### src/rtl/sc_pkg.sv
// sc_pkg: shared FSM state type and default window width for the stochastic-to-binary converter.
package sc_pkg;
    typedef enum logic [1:0] {IDLE, COUNT, DONE} sc_state_e;
    localparam int SC_WIDTH = 8;
endpackage

### src/rtl/sc_window_cnt.sv
// sc_window_cnt: counts enabled cycles of a 2^WIDTH window; last flags the final enabled cycle.
module sc_window_cnt #(
    parameter int WIDTH = sc_pkg::SC_WIDTH
) (
    input  logic clk,
    input  logic rst,
    input  logic clear,
    input  logic enable,
    output logic last
);
    logic [WIDTH-1:0] cnt_q, cnt_d;

    always_comb begin
        cnt_d = clear ? '0 : enable ? cnt_q + 1'b1 : cnt_q;
    end

    always_ff @(posedge clk or posedge rst) begin
        if (rst) cnt_q <= '0;
        else     cnt_q <= cnt_d;
    end

    assign last = enable && (cnt_q == '1);
endmodule

### src/rtl/sc_stoch_to_bin.sv
// sc_stoch_to_bin: counts ones of a bitstream over a 2^WIDTH-cycle window with valid/ready output.
// Define SC_ADDER_RESCALE_EN to double the result (saturating at 2^WIDTH) to undo sc_adder's 1/2 scaling.
module sc_stoch_to_bin
    import sc_pkg::*;
#(
    parameter int WIDTH = SC_WIDTH
) (
    input  logic           clk,
    input  logic           rst,
    input  logic           start,
    input  logic           bit_in,
    output logic           busy,
    output logic           out_valid,
    input  logic           out_ready,
    output logic [WIDTH:0] result
);
    sc_state_e      state_q, state_d;
    logic [WIDTH:0] count_q, count_d, result_q, result_d, sum, res_w;
    logic           busy_q, busy_d, valid_q, valid_d;
    logic           clear, enable, last;

    sc_window_cnt #(.WIDTH(WIDTH)) u_win (
        .clk    (clk),
        .rst    (rst),
        .clear  (clear),
        .enable (enable),
        .last   (last)
    );

    assign sum = count_q + {{WIDTH{1'b0}}, bit_in};

`ifdef SC_ADDER_RESCALE_EN
    localparam logic [WIDTH+1:0] FULL = (WIDTH+2)'(1) << WIDTH;
    logic [WIDTH+1:0] dbl;
    assign dbl   = {sum, 1'b0};
    assign res_w = (dbl > FULL) ? FULL[WIDTH:0] : dbl[WIDTH:0];
`else
    assign res_w = sum;
`endif

    always_comb begin
        state_d  = state_q;
        count_d  = count_q;
        result_d = result_q;
        busy_d   = busy_q;
        valid_d  = valid_q;
        clear    = 1'b0;
        enable   = 1'b0;
        case (state_q)
            IDLE: if (start) begin
                state_d = COUNT;
                count_d = '0;
                clear   = 1'b1;
                busy_d  = 1'b1;
            end
            COUNT: begin
                enable  = 1'b1;
                count_d = sum;
                if (last) begin
                    state_d  = DONE;
                    result_d = res_w;
                    busy_d   = 1'b0;
                    valid_d  = 1'b1;
                end
            end
            DONE: if (out_ready) begin
                // a start on the accepting edge chains straight into the next window
                state_d = start ? COUNT : IDLE;
                valid_d = 1'b0;
                busy_d  = start;
                clear   = start;
                count_d = start ? '0 : count_q;
            end
            default: state_d = IDLE;
        endcase
    end

    always_ff @(posedge clk or posedge rst) begin
        if (rst) begin
            state_q  <= IDLE;
            count_q  <= '0;
            result_q <= '0;
            busy_q   <= 1'b0;
            valid_q  <= 1'b0;
        end else begin
            state_q  <= state_d;
            count_q  <= count_d;
            result_q <= result_d;
            busy_q   <= busy_d;
            valid_q  <= valid_d;
        end
    end

    assign busy      = busy_q;
    assign out_valid = valid_q;
    assign result    = result_q;
endmodule

### config.mk
export PLATFORM = sky130hd
export DESIGN_NAME = sc_stoch_to_bin
export DESIGN_NICKNAME = d
export VERILOG_FILES = /design/src/rtl/sc_pkg.sv /design/src/rtl/sc_window_cnt.sv /design/src/rtl/sc_stoch_to_bin.sv
export SDC_FILE = /design/constraint.sdc
export NUM_CORES = 1
export LEC_CHECK = 0
export CORE_MARGIN = 4
export CORE_UTILIZATION = 50
export CTS_CLUSTER_SIZE = 16
export DETAILED_ROUTE_END_ITERATION = 6
export PLACE_DENSITY = 0.8
export SKIP_CTS_REPAIR_TIMING = 1
export SYNTH_ARGS = -nofsm -noshare
export SYNTH_HDL_FRONTEND = slang
export SYNTH_SLANG_ARGS = --single-unit
### constraint.sdc
create_clock -name clk -period 2.26 [get_ports clk]
set_input_delay 0.226 -clock clk [delete_from_list [all_inputs] [get_ports clk]]
set_output_delay 0.226 -clock clk [all_outputs]
set_load 0.05 [all_outputs]
# After elaboration in Yosys (flattened, before gate mapping)
# Cells that the tools add are included.
# totals
reg_bits,30
inputBits,5
# classes
addsub,2
n_eq_ne,6
n_mux,21
n_reduce_logical,10
# ops
op,count
9-bit one-hot mux with 3 select lines,1
9-bit two-way mux,2
8-bit two-way mux,2
9-bit by 1-bit adder with 9-bit output,1
1-bit two-way mux,9
"8-bit by 1-bit adder with 8-bit output, second input constant",1
"8-bit == test, second input constant",1
2-bit two-way mux,3
"2-bit inequality test, second input constant",3
2-bit one-hot mux with 3 select lines,1
3-bit AND reduction,2
1-bit one-hot mux with 2 select lines,2
2-bit AND reduction,2
4-bit AND reduction,1
2-bit nonzero test,2
1-bit one-hot mux with 3 select lines,1
3-bit nonzero test,1
"2-bit by 1-bit == test with 1-bit output, second input constant",1
"2-bit == test, second input constant",1
2-bit zero test,1
1-bit logical AND,1

# Logic depth before layout (Yosys ltp)
# Gate-level depths: netlist of run 1.
# depth
ltp_word,5
depth_mapped,6
depth_no_buf,5

# Hierarchy
# From an unflattened synthesis of run 1, not the netlist that was laid out.
# unflattened
hier_cells,152
area_unflattened_um2,1557.7
# modules_own_cells
mod,instances,cells_per_inst,area_each_um2
sc_stoch_to_bin,1,111,1142.3
sc_window_cnt,1,41,415.4

# Worst setup path before layout of run 1
# OpenSTA, ideal clock, no wires.
# synth_path
kind,flip-flop to flip-flop
start,register u_win.cnt_q[0]
end,register result_q[0] (netlist: result[0])
setup_time_ps,125
t_arrival_ps,1433
path_slack_ps,702
path_stages_with_launch,5
path_buffers,0
path_cell_list,dfrtp_1 -> ha_1 -> nand3_1 -> nor3_4 -> mux2_4
# synth_between
elab_chain_len,3
# synth_lines
element,line_no,text
"start, declared",sc_window_cnt.sv:11,"logic [WIDTH-1:0] cnt_q, cnt_d;"
"start signal, assigned",sc_window_cnt.sv:19,else cnt_q <= cnt_d;
8-bit == test,sc_window_cnt.sv:22,assign last = enable && (cnt_q == '1);
1-bit logical AND,sc_window_cnt.sv:22,
2-bit AND reduction (no line),n/a,
"end signal, assigned",sc_stoch_to_bin.sv:88,result_q <= result_d;
"end, declared",sc_stoch_to_bin.sv:18,"logic [WIDTH:0] count_q, count_d, result_q, result_d, sum, res_w;"
# Every way passes these cells.
# A chain may end at the register's enable or synchronous reset.

# Final worst setup path of run 1
# Ends and elaborated chain as after synthesis.

==> results of run 1 <==
flip-flops by register name (all words and copies together), names as in the netlist:
name	flops
result	9
busy	1
out_valid	1
u_win.cnt_q	8
count_q	9
state_q	2
layout by cell type, fill, tap and decap left out, types with 2 or more instances in the layout:
cell,netlist,final
inv_1,3,3
nor3_1,2,2
o22ai_1,2,2
xnor2_1,7,7
dfrtp_1,30,30
mux2_4,2,2
nand2b_1,2,2
clkdlybuf4s50_1,0,15
xor2_1,5,5
a21oi_1,16,16
clkbuf_4,0,5
and2_1,2,2
nor2_1,17,17
or3_1,4,4
nand3_1,3,3
nand2_1,15,15
nor3_4,2,2
ha_1,3,3
and2b_1,2,2
buf_4,0,2
nand4_1,3,3
o21ai_0,13,13
o31ai_1,2,2
logic make-up (layout without fill, tap and decap cells):
family                     Yosys count  in the layout  share of synthesized area
muxes                                2              2                    0.02050
AOI/OAI and AO/OA                   36             36                     0.1332
xor gates and xnor gates            12             12                    0.07173
and+or+nand+nor                     57             57                     0.2084
DFF                                 30             30                     0.5124
buffers and inverters                8             26                    0.02817
adders and majority gates            3              3                    0.02562
per-layer routing:
metal | routed length, um | part of all wire | vias up
li1 | - | - | 553
met5 | 0 | 0 | -
met2 | 1455 | 0.50 | 30
met3 | 155 | 0.053 | 7
met4 | 56 | 0.019 | 0
met1 | 1248 | 0.43 | 542
per-stage QoR:
step           cell area [um^2]  utilization  setup WS, ns  std cells
4_1_cts                    1690       0.6077        0.4680        197
2_1_floorplan              1465            -        0.7019        148
3_5_place_dp               1639       0.5893        0.4478        191
3_3_place_gp               1639       0.5893        0.5203        191
6_report                   1690       0.6077        0.4819        197
5_1_grt                    1690       0.6077        0.3558        197
where the power goes:
group	total, mW	internal (mW)	switching (mW)
clock	0.317	0.140	0.177
sequential	0.905	0.723	0.182
combinational	0.773	0.304	0.469
total	2.00	1.17	0.829
final timing paths:
kind,endpoint,start,cells after the start,slack (ns)
setup / recovery,result[0]$_DFFE_PP0P_,u_win.cnt_q[0]$_DFFE_PP0P_,4,0.48
hold / removal,result[8]$_DFFE_PP0P_,rst,3,0.26
setup reg to reg,result[0]$_DFFE_PP0P_,u_win.cnt_q[0]$_DFFE_PP0P_,4,0.48
hold reg to reg,result[0]$_DFFE_PP0P_,result[0]$_DFFE_PP0P_,1,0.52
max in group asynchronous,result[5]$_DFFE_PP0P_,rst,3,1.73
min in group clk,result[0]$_DFFE_PP0P_,result[0]$_DFFE_PP0P_,1,0.52
tightest hold or removal path: stages:
cell and delay [ns]:
clkdlybuf4s50_1 0.40, inv_1 0.05, buf_4 0.34
final cells by class:
type,count,area [um^2]
Timing Repair Buffer,17,165.2
Tap cell,31,38.79
Inverter,3,11.26
Multi-Input combinational cell,110,673.1
Fill cell,244,1091
Sequential cell,30,750.7
Clock buffer,6,51.30
==> results.md, run 1 <==
- Yosys reg bits: 30
- GR peak layer: met2
- Share of layout cells above drive strength 1: 0.07831
- Routed WL: 2916 um
- Synthesized net count: 156
- Synth Instances: about 150
- FMAX: 0.5624 GHz
- Syn Area/Cell: a little under 10 um^2
- Synth-to-layout area growth: 15.37%
- DR vias/cell: 5.746
- Top cells by area, synth: dfrtp_1, a21oi_1, o21ai_0
- Met1 usage: 0.1981
- Slowest cell on crit path: nor3_4
- Buf/Inv on CP: 0
- Sequential share of the synthesized area: 0.5124
- Initial antenna violation count: 0
- First-pass GRT wire length: 5202 um
- Clock slew at reported path FFs: 0.09 ns
- Number of max-cap violations: 0
- Period utilization: 0.7868
- Crit path max fanout: 10
- Worst Tran Pin Value: 0.4983 ns
- Io pins: 16
- Die W: 62.13 um
- Layout net count: 175
- Leak pwr: 0.6967 nW
- Routability cong.: 0.8399
- Netlist cell types: 31
- Total Power: 1.995 mW
- Placeable Area: 0.002781 mm^2
- CTS tree: done
- Met3 Track Usage GR: 0.04865
- Final Skew: 0.007617 ns
- CP delay by family, top: simple AND/OR/NAND/NOR gates
- CTS H-tree depth: 2
- Fin crit period: 1.778 ns
- CP Cell Sequence: ha_1 > nand3_1 > nor3_4 > mux2_4
- Via count: 1132
- Die ar.: 0.003860 mm^2
- Crit path required time: ~2.5 ns
- Total grt overflow: 0
- Final Hold Viols: 0
- DRT antenna net count: 0
- DR DRC count: 0
- CTS root buf: clkbuf_4
- Count of buffers from port buffering: 15
- Clk buf depth: 2
- Cell area after synthesis: 0.001465 mm^2
- Worst skew pair latency: 0.34 ns
- Diodes inserted: 0
- Vias in the first global route: 1169
- Top-count cell post-synth: dfrtp_1
- RSZ-0062 raised after global routing: no
- Pin count of the biggest net entering global routing: 31
- Hold_ws: 0.2582 ns
- Gr usage total: 0.1683
- Async S/R FF share, synth: 1.000
- Post-synth EDFFs: 0
- DR WL/cell: between 10 and 15 um
- Row count: 19
- Initial Util: 0.5268
- Synth top area share: 0.5124
- Post-synth top area cell: dfrtp_1
- Synth top cells by count: dfrtp_1, nor2_1, a21oi_1
- Crit path capture type: register
- Synth warn: 0
- Final-report setup violation count: 0
- Dpl hpwl: about 2000 um
- Num Clock Sinks: 30
- Status: completed
- Critical Path Max Stage Delay: 0.46 ns
- Slew Limit Fails: 0
- Iteration-0 DRC Markers: 52
- Critical path class: reg2reg
- CTS buffer count: 5
- Met2 GRT Util: 0.2733
- Crit path launch type: register
- Setup TNS: 0 ns
- Pwr Density: 1180 mW/mm^2
- Die height: 62.13 um
- Ys flop type: dfrtp_1
- Critical path arrival: around 2.0 ns
- Worst Hold Class: in2async
- Worst IR Drop VDD: 725.7 uV
- Rel. slew slack: 0.6667
- Number of detailed-route iterations in the first pass: 4
Note: power is estimated with default switching activity, not from simulation.
==> run 2, diff against run 1 <==
Settings changed: CORE_UTILIZATION 50 to 49, PLACE_DENSITY 0.8 to 0.82.
Clock period 2.26 ns to 1.5 ns, I/O delays scaled along.
==> run 2 against run 1 <==
Net effect:
- combinational power grew 67%
- fmax up 22%
- wire length is 1.7% higher
- first-iteration DRC count shrank 79%
- global-route usage down 0.31 points
- final cell count up 7.1%
- power increased by 59%
- clock skew is 0.0035 ns higher
- critical path depth is 2 higher
- critical endpoint is now result[4]$_DFFE_PP0P_
- largest power group unchanged
==> results.md, run 2 (synthesis results as in run 1) <==
- Status: completed
- CTS tree: done
- CTS H-tree depth: 2
- CTS buffer count: 5
- Dpl cells: 203
- Crit path required time: 1.75 ns
- Initial antenna violation count: 0
- DR WL/cell: 14.06 um
- DRT antenna net count: 0
- Num Clock Sinks: 30
- Clock slew at reported path FFs: 0.09 ns
- FMAX: roughly 0.68 GHz
- Vias in the first global route: around 1200
- Gr usage total: 0.1652
- Crit path launch type: register
- Die W: 62.68 um
- Routability cong.: 0.8371
- Reg area: 750.7 um^2
- Diodes inserted: 0
- Die height: 62.68 um
- Worst Tran Pin Value: 0.3751 ns
- Pin count of the biggest net entering global routing: 31
- Worst Hold Class: in2async
- Crit path max fanout: 8
- CTS root buf: clkbuf_4
- Crit path capture type: register
- RSZ-0062 raised after global routing: yes
- Row count: 19
- Count of buffers from port buffering: 15
- R2R Setup Slk: approximately 0.038 ns
- Number of max-cap violations: 0
- Critical path arrival: 1.71 ns
- Rel. slew slack: 0.7499
- DR vias/cell: 5.635
- Pre-CTS setup slack: -0.1338 ns
- Setup ws final: roughly 0.038 ns
- Final Hold Viols: 0
- Fin crit period: 1.462 ns
- Most common cell after layout, fill and taps aside: dfrtp_1
- Worst skew pair latency: 0.33 ns
- Leak pwr: 0.7763 nW
- Share of layout cells above drive strength 1: 0.2333
- Initial Util: 0.5223
- Number of detailed-route iterations in the first pass: 4
- Dpl hpwl: 2153 um
- Pwr Density: 1758 mW/mm^2
- First-pass GRT wire length: ~5100 um
- Placeable Area: between 0.002 and 0.003 mm^2
- Multi-input gate area: roughly 710 um^2
- Final Skew: 0.01111 ns
- Final-report setup violation count: 0
- Slew Limit Fails: 0
- Fillers: 245
- Most frequent cells in the layout: dfrtp_1, buf_4, nor2_1, a21oi_1, nand2_1
- Synth-to-layout area growth: 23.06%
- Via count: 1189
- Period utilization: 0.9746
- Io pins: 16
- Critical path class: reg2reg
- Iteration-0 DRC Markers: 11
- Layout Cells excl Fill: 211
- Die ar.: ~0.004 mm^2
- Clk buf depth: 2
- Total grt overflow: 0
- Routed WL: ~3000 um
- Layout net count: 187
- Worst IR Drop VDD: 953.8 uV
- Final core utilization: 0.6427
- DR DRC count: 0
run 2: final timing paths:
kind / start / end / depth (start not counted)
hold reg to reg: result[0]$_DFFE_PP0P_ / result[0]$_DFFE_PP0P_ / 1
max in group asynchronous: rst / u_win.cnt_q[6]$_DFFE_PP0P_ / 3
hold / removal: rst / result[1]$_DFFE_PP0P_ / 3
setup / recovery: u_win.cnt_q[1]$_DFFE_PP0P_ / result[4]$_DFFE_PP0P_ / 6
setup reg to reg: u_win.cnt_q[1]$_DFFE_PP0P_ / result[4]$_DFFE_PP0P_ / 6
min in group clk: start / busy$_DFFE_PP0P_ / 3
run 2: report_power, final:
group / internal [mW] / switching, mW / total [mW]
clock network: 0.227 / 0.273 / 0.500
registers: 1.09 / 0.290 / 1.38
logic: 0.539 / 0.751 / 1.29
run 2: worst max-delay path: stages, from the launching register on:
cell	delay [ns]
dfrtp_1	0.43
ha_4	0.17
nand3_4	0.09
buf_6	0.15
nor3_4	0.32
nor2_1	0.07
a21oi_1	0.16
run 2: routing by layer:
metal,up-vias,global-route usage,part of all wire
li1,578,-,-
met1,579,0.1845,0.43
met2,26,0.2743,0.50
met3,6,0.06295,0.042
met4,0,0.08264,0.019
met5,-,0,0
run 2: stage by stage:
step | TNS, ns | cell area (um^2) | hold slack (ns) | total power [mW]
finish | 0 | 1803 | 0.1803 | 3.169
global route | -0.2823 | 1803 | 0.2074 | 3.420
CTS | -0.02349 | 1777 | 0.1751 | 3.162
detailed placement | -0.9762 | 1717 | 0.5018 | 2.647
global placement | -0.4759 | 1717 | 0.4958 | 2.569
floorplan | -0.04041 | 1480 | 0.2408 | 2.237
run 2: area by class of cell:
cell class                      instances  area share
Clock buffer                            7     0.03053
Sequential cell                        30      0.4164
Timing Repair Buffer                   29      0.1305
Tap cell                               31     0.02151
Multi-Input combinational cell        110      0.3921
Inverter                                3    0.006246
Clock inverter                          1    0.002776
